===== config.mk =====
export PLATFORM = sky130hd
export DESIGN_NAME = mcdt_formatter
export DESIGN_NICKNAME = d
export VERILOG_FILES = /design/src/rtl/mcdt_formatter.sv
export SDC_FILE = /design/constraint.sdc
export NUM_CORES = 2
export LEC_CHECK = 0
export BUFFER_PORTS_ARGS = -buffer_cell sky130_fd_sc_hd__buf_2
export CORE_MARGIN = 10
export CORE_UTILIZATION = 40
export CTS_BUF_LIST = sky130_fd_sc_hd__clkbuf_8
export CTS_CLUSTER_SIZE = 16
export DETAILED_ROUTE_END_ITERATION = 7
export HOLD_SLACK_MARGIN = 0.15
export RECOVER_POWER = 100
export SYNTH_ARGS = -nofsm -noshare
export SYNTH_HDL_FRONTEND = slang
export SYNTH_SLANG_ARGS = --single-unit

===== constraint.sdc =====
create_clock -name clk_i -period 3.29 [get_ports clk_i]
set_input_delay 0.329 -clock clk_i [delete_from_list [all_inputs] [get_ports clk_i]]
set_output_delay 0.329 -clock clk_i [all_outputs]
set_load 0.01 [all_outputs]

===== src/rtl/mcdt_formatter.sv =====
// Buffers the mcdt word stream in three per-channel FIFOs and emits fixed-length
// packets per channel under a req/grant handshake with round-robin fairness.
module mcdt_formatter #(
  parameter int unsigned DW         = 32,
  parameter int unsigned FIFO_DEPTH = 32
) (
  input  logic          clk_i,
  input  logic          rstn_i,
  input  logic [DW-1:0] mcdt_data_i,
  input  logic          mcdt_val_i,
  input  logic [1:0]    mcdt_id_i,
  input  logic [1:0]    pkt_len_i,
  input  logic          ovf_clr_i,
  output logic          fmt_req_o,
  input  logic          fmt_grant_i,
  output logic [1:0]    fmt_chid_o,
  output logic [5:0]    fmt_length_o,
  output logic          fmt_val_o,
  output logic [DW-1:0] fmt_data_o,
  output logic          fmt_start_o,
  output logic          fmt_end_o,
  output logic [2:0]    ovf_o
);
  localparam int unsigned PtrW = $clog2(FIFO_DEPTH);
  localparam int unsigned CntW = PtrW + 1;
  localparam logic [CntW-1:0] Full = CntW'(FIFO_DEPTH);

  typedef enum logic [1:0] {StIdle, StReq, StSend} state_e;

  state_e          state_q, state_d;
  logic [DW-1:0]   mem_q [3][FIFO_DEPTH];
  logic [PtrW-1:0] wptr_q [3];
  logic [PtrW-1:0] wptr_d [3];
  logic [PtrW-1:0] rptr_q [3];
  logic [PtrW-1:0] rptr_d [3];
  logic [CntW-1:0] cnt_q [3];
  logic [CntW-1:0] cnt_d [3];
  logic [2:0]      push, pop, ovf_set, ovf_q, ovf_d;
  logic [3:0]      elig;
  logic [1:0]      rr_q, rr_d, chid_q, chid_d, cand1, cand2, pick;
  logic            found;
  logic [5:0]      len_sel, len_q, len_d, wcnt_q, wcnt_d;
  logic            req_q, req_d, val_q, val_d, start_q, start_d, end_q, end_d;
  logic [DW-1:0]   data_q, data_d, rd_data;

  function automatic logic [1:0] next_ch(input logic [1:0] c);
    return (c == 2'd2) ? 2'd0 : c + 2'd1;
  endfunction

  always_comb begin
    len_sel = 6'd4 << pkt_len_i;
    rd_data = '0;
    elig    = '0;
    for (int c = 0; c < 3; c++) begin
      // A full FIFO drops the write even if it is being popped this cycle.
      ovf_set[c] = mcdt_val_i && (mcdt_id_i == 2'(c)) && (cnt_q[c] == Full);
      push[c]    = mcdt_val_i && (mcdt_id_i == 2'(c)) && (cnt_q[c] != Full);
      pop[c]     = (state_q == StSend) && (chid_q == 2'(c));
      wptr_d[c]  = push[c] ? wptr_q[c] + PtrW'(1) : wptr_q[c];
      rptr_d[c]  = pop[c] ? rptr_q[c] + PtrW'(1) : rptr_q[c];
      case ({push[c], pop[c]})
        2'b10:   cnt_d[c] = cnt_q[c] + CntW'(1);
        2'b01:   cnt_d[c] = cnt_q[c] - CntW'(1);
        default: cnt_d[c] = cnt_q[c];
      endcase
      elig[c] = 32'(cnt_q[c]) >= 32'(len_sel);
      if (chid_q == 2'(c)) rd_data = mem_q[c][rptr_q[c]];
    end
    ovf_d = ovf_set | (ovf_q & ~{3{ovf_clr_i}});
  end

  always_comb begin
    cand1 = next_ch(rr_q);
    cand2 = next_ch(cand1);
    found = 1'b1;
    pick  = rr_q;
    if (elig[rr_q])       pick = rr_q;
    else if (elig[cand1]) pick = cand1;
    else if (elig[cand2]) pick = cand2;
    else                  found = 1'b0;
  end

  always_comb begin
    state_d = state_q;
    rr_d    = rr_q;
    chid_d  = chid_q;
    len_d   = len_q;
    wcnt_d  = wcnt_q;
    req_d   = req_q;
    val_d   = 1'b0;
    start_d = 1'b0;
    end_d   = 1'b0;
    data_d  = data_q;
    unique case (state_q)
      StIdle: begin
        if (found) begin
          chid_d  = pick;
          len_d   = len_sel;
          req_d   = 1'b1;
          state_d = StReq;
        end
      end
      StReq: begin
        if (fmt_grant_i) begin
          req_d   = 1'b0;
          wcnt_d  = '0;
          state_d = StSend;
        end
      end
      StSend: begin
        val_d   = 1'b1;
        data_d  = rd_data;
        start_d = (wcnt_q == 6'd0);
        end_d   = (wcnt_q == len_q - 6'd1);
        wcnt_d  = wcnt_q + 6'd1;
        if (end_d) begin
          state_d = StIdle;
          rr_d    = next_ch(chid_q);
        end
      end
      default: state_d = StIdle;
    endcase
  end

  always_ff @(posedge clk_i) begin
    for (int c = 0; c < 3; c++) begin
      if (push[c]) mem_q[c][wptr_q[c]] <= mcdt_data_i;
    end
  end

  always_ff @(posedge clk_i or negedge rstn_i) begin
    if (!rstn_i) begin
      state_q <= StIdle;
      for (int c = 0; c < 3; c++) begin
        wptr_q[c] <= '0;
        rptr_q[c] <= '0;
        cnt_q[c]  <= '0;
      end
      ovf_q   <= '0;
      rr_q    <= '0;
      chid_q  <= '0;
      len_q   <= '0;
      wcnt_q  <= '0;
      req_q   <= 1'b0;
      val_q   <= 1'b0;
      start_q <= 1'b0;
      end_q   <= 1'b0;
      data_q  <= '0;
    end else begin
      state_q <= state_d;
      for (int c = 0; c < 3; c++) begin
        wptr_q[c] <= wptr_d[c];
        rptr_q[c] <= rptr_d[c];
        cnt_q[c]  <= cnt_d[c];
      end
      ovf_q   <= ovf_d;
      rr_q    <= rr_d;
      chid_q  <= chid_d;
      len_q   <= len_d;
      wcnt_q  <= wcnt_d;
      req_q   <= req_d;
      val_q   <= val_d;
      start_q <= start_d;
      end_q   <= end_d;
      data_q  <= data_d;
    end
  end

  assign fmt_req_o    = req_q;
  assign fmt_chid_o   = chid_q;
  assign fmt_length_o = len_q;
  assign fmt_val_o    = val_q;
  assign fmt_data_o   = data_q;
  assign fmt_start_o  = start_q;
  assign fmt_end_o    = end_q;
  assign ovf_o        = ovf_q;

endmodule

==> results.json <==
{
  "cts_sinks": 3175,
  "fin_worst_hold_slack_ns": 0.308,
  "start_util": 0.403,
  "reg2reg_to": "fmt_data_o[19]$_DFFE_PN0P_",
  "area_growth_pct": 15.4,
  "synth_cell_types": 56,
  "p_seq_frac": 0.432,
  "hold_depth": 6,
  "worst-path-buf-inv": 2,
  "end_kind": "flop",
  "switching_share": 0.313,
  "die-area_um2": 328000,
  "multiInputGateArea_um2": 25900,
  "setup_viol": 0,
  "async_reset_ff_frac": 0.0324,
  "clk-insertion-delay-late_ns": 1.15,
  "tightest_slew_ns": 3.69,
  "ctsHtreeMaxLevel": 6,
  "final-seq-area_um2": 94900,
  "p_comb_frac": 0.273,
  "cts.path.max_buffers": 4,
  "synthCells": 5755,
  "fin_skew_ns": 0.0650,
  "irDropWorstVdd_mv": 0.443,
  "synth_edf_count": 3072,
  "hold_violations": 0,
  "crit_family": "compound AO/OA/AOI/OAI gates",
  "dp_hpwl_um": 200000,
  "regToRegStartpoint": "rptr_q[1]$_DFFE_PN0P_",
  "slowest_stage": "a211oi_1",
  "cts_tree": "done",
  "drc": 0,
  "grt_overflow_total": 0,
  "yosys.area.top_type_share": 0.756,
  "rsz0062_at_grt": "no",
  "internal_power_w": 0.0749,
  "yosysMostFrequentCell": "edfxtp_1",
  "power-per-cell-area_nw_per_um2": 774,
  "io_pins": 88,
  "cap_violations": 35,
  "max-slew-margin-rel": -1.46,
  "nFillCells": 25300,
  "yosysSeqAreaShare": 0.777,
  "routed_wirelength_um": 337000,
  "die_w_um": 572,
  "die_y_um": 572,
  "hold_class": "in2reg",
  "vias_per_cell": 5.74,
  "drive_gt1_frac": 0.264,
  "place_congestion": 0.819,
  "synthFlopType": "edfxtp_1",
  "wl_per_cell_um": 30.8,
  "design.core.area_um2": 303000,
  "antenna_found_initial": 24,
  "fin_tns_setup_ns": 0,
  "worstPathRequired_ns": 4.35,
  "grt_pass1_vias": 63700,
  "r2r_cells": 8,
  "p_leak_nw": 45.7,
  "final_nets": 6659,
  "vias": 62900,
  "grt_max_degree": 84,
  "first_iter_violations": 7376,
  "holdPathEnd": "wptr_q[6]$_DFFE_PN0P_",
  "pwr-share-clk": 0.295,
  "min_from": "mcdt_id_i[1]",
  "netlist_area_um2": 122000,
  "violations": "capacitance limit, slew limit",
  "cp_cell_sequence": "nor2b_4 > buf_4 > a22o_1 > a2111oi_0 > clkbuf_1 > a211oi_1 > a21oi_1 > a21oi_1",
  "r2r_setup_slack_ns": 0.03,
  "grtUsageTotal": 0.201,
  "rows": 202,
  "switchingPower_w": 0.0342,
  "ys_ff_latch": 3175,
  "critPathMaxStageDelay_ns": 0.92,
  "firstDrtPassIters": 6,
  "cp_max_fo": 16,
  "io_buffer_count": 85,
  "yosysWarnings": 0,
  "crit_type": "reg2reg",
  "cts-root-buf": "clkbuf_8",
  "synthTopCellsByArea": "edfxtp_1 76%, mux4_2 10%, mux2i_1 3.4%",
  "synth.avg_cell_area_um2": 21.2,
  "fin_crit_sh": 0.992,
  "ant_nets": 0,
  "path_clk_slew_ns": 0.06,
  "start_kind": "flop",
  "synth_top_cell_by_area": "edfxtp_1",
  "power_w": 0.109,
  "cpMostUsedCell": "a21oi_1",
  "netlist_top_cells_count": "3,072 x edfxtp_1, 567 x mux4_2, 409 x mux2i_1",
  "arrival_ns": 4.32,
  "final.min_clock_period_ns": 3.26,
  "grt_pass1_wl_um": 478000,
  "drv_slew": 1832,
  "cts_made_buffers": 527,
  "max_freq_mhz": 306,
  "outcome": "finished, violations left"
}
## cell families (layout without fill, tap and decap cells)
logic type,after synthesis,in the layout,share of synthesized area
and+or+nand+nor,321,321,0.0119
xor gates and xnor gates,47,47,0.00337
AOI/OAI and AO/OA,805,805,0.0464
buffers and inverters,365,1574,0.0169
muxes,993,993,0.140
other,1,16,0.0000307
DFF,3175,3175,0.777
adders and majority gates,48,48,0.00510
## area by class of cell
type	count	area share
sequential	3175	0.674
multi-input combinational	2216	0.184
clock buffer	550	0.0538
timing repair buffer	621	0.0374
tap	3978	0.0353
clock inverter	374	0.0147
inverter	29	0.000773
antenna	14	0.000249
## layout by cell type, fill, tap and decap left out, types with 91 or more instances in the layout
cell type / instances
edfxtp_1: 3072
mux4_2: 567
clkbuf_8: 550
mux2i_1: 409
buf_4: 250
a21oi_1: 233
inv_1: 204
clkbuf_1: 101
a22oi_1: 98
clkinv_1: 97
o22ai_1: 94
a22o_1: 91
dfrtp_1: 91
## flip-flops by register name, summed over array words and instances, names as in the netlist
signal        count
fmt_data_o       32
fmt_req_o         1
fmt_end_o         1
fmt_length_o      4
wptr_q           15
mem_q          3072
rptr_q           15
wcnt_q            6
fmt_chid_o        2
ovf_o             3
cnt_q            18
fmt_val_o         1
state_q           2
rr_q              2
fmt_start_o       1
## metrics by stage
stage,util,setup WS [ns],area (µm²),std cells
4_1_cts,0.468,0.0330,142000,10900
3_5_place_dp,0.434,-0.334,132000,9967
2_1_floorplan,-,-0.116,122000,5756
6_report,0.464,0.0259,141000,11000
5_1_grt,0.464,0.000705,141000,10900
3_3_place_gp,0.434,-0.459,132000,9967
## power by group through the flow
stage               logic, W  registers [W]  clock network, W
detailed placement    0.0302         0.0479                 0
floorplan             0.0181         0.0468                 0
global route          0.0314         0.0471            0.0348
finish                0.0298         0.0471            0.0322
global placement      0.0300         0.0478                 0
CTS                   0.0304         0.0471            0.0328
## worst max-delay path by stage
stage                           startpoint                    endpoint  slack (ns)  cells after the start
finish               rptr_q[1]$_DFFE_PN0P_  fmt_data_o[19]$_DFFE_PN0P_        0.03                      8
global route         rptr_q[7]$_DFFE_PN0P_   fmt_data_o[3]$_DFFE_PN0P_      0.0007                      8
CTS                  rptr_q[7]$_DFFE_PN0P_  fmt_data_o[22]$_DFFE_PN0P_        0.03                      8
detailed placement  rptr_q[10]$_DFFE_PN0P_  fmt_data_o[23]$_DFFE_PN0P_       -0.33                      6
global placement    rptr_q[10]$_DFFE_PN0P_  fmt_data_o[23]$_DFFE_PN0P_       -0.46                      6
floorplan                     mcdt_id_i[1]       mem_q[0][0]$_DFFE_PP_       -0.12                      5
## worst register-to-register path: stages, from the launching register on
cell and delay [ns]:
dfrtp_2 0.66, nor2b_4 0.54, buf_4 0.27, a22o_1 0.18, a2111oi_0 0.09, clkbuf_1 0.18
a211oi_1 0.92, a21oi_1 0.15, a21oi_1 0.19
## routing by layer
layer,up-vias,share of wire,wire length [µm],track usage
li1,26000,-,-,-
met1,33500,0.40,134000,0.277
met2,2896,0.47,159000,0.318
met3,569,0.089,29900,0.0428
met4,12,0.042,14300,0.0761
met5,-,0.00023,79,0
## what timing repair did
action	CTS	global route
cloned	0	0
setup endpoints to repair	6	12
resized for setup	7	13
buffers inserted	0	0
hold buffers	52	0
hold endpoints to repair	3192	0
(Power assumes the default switching activity.)
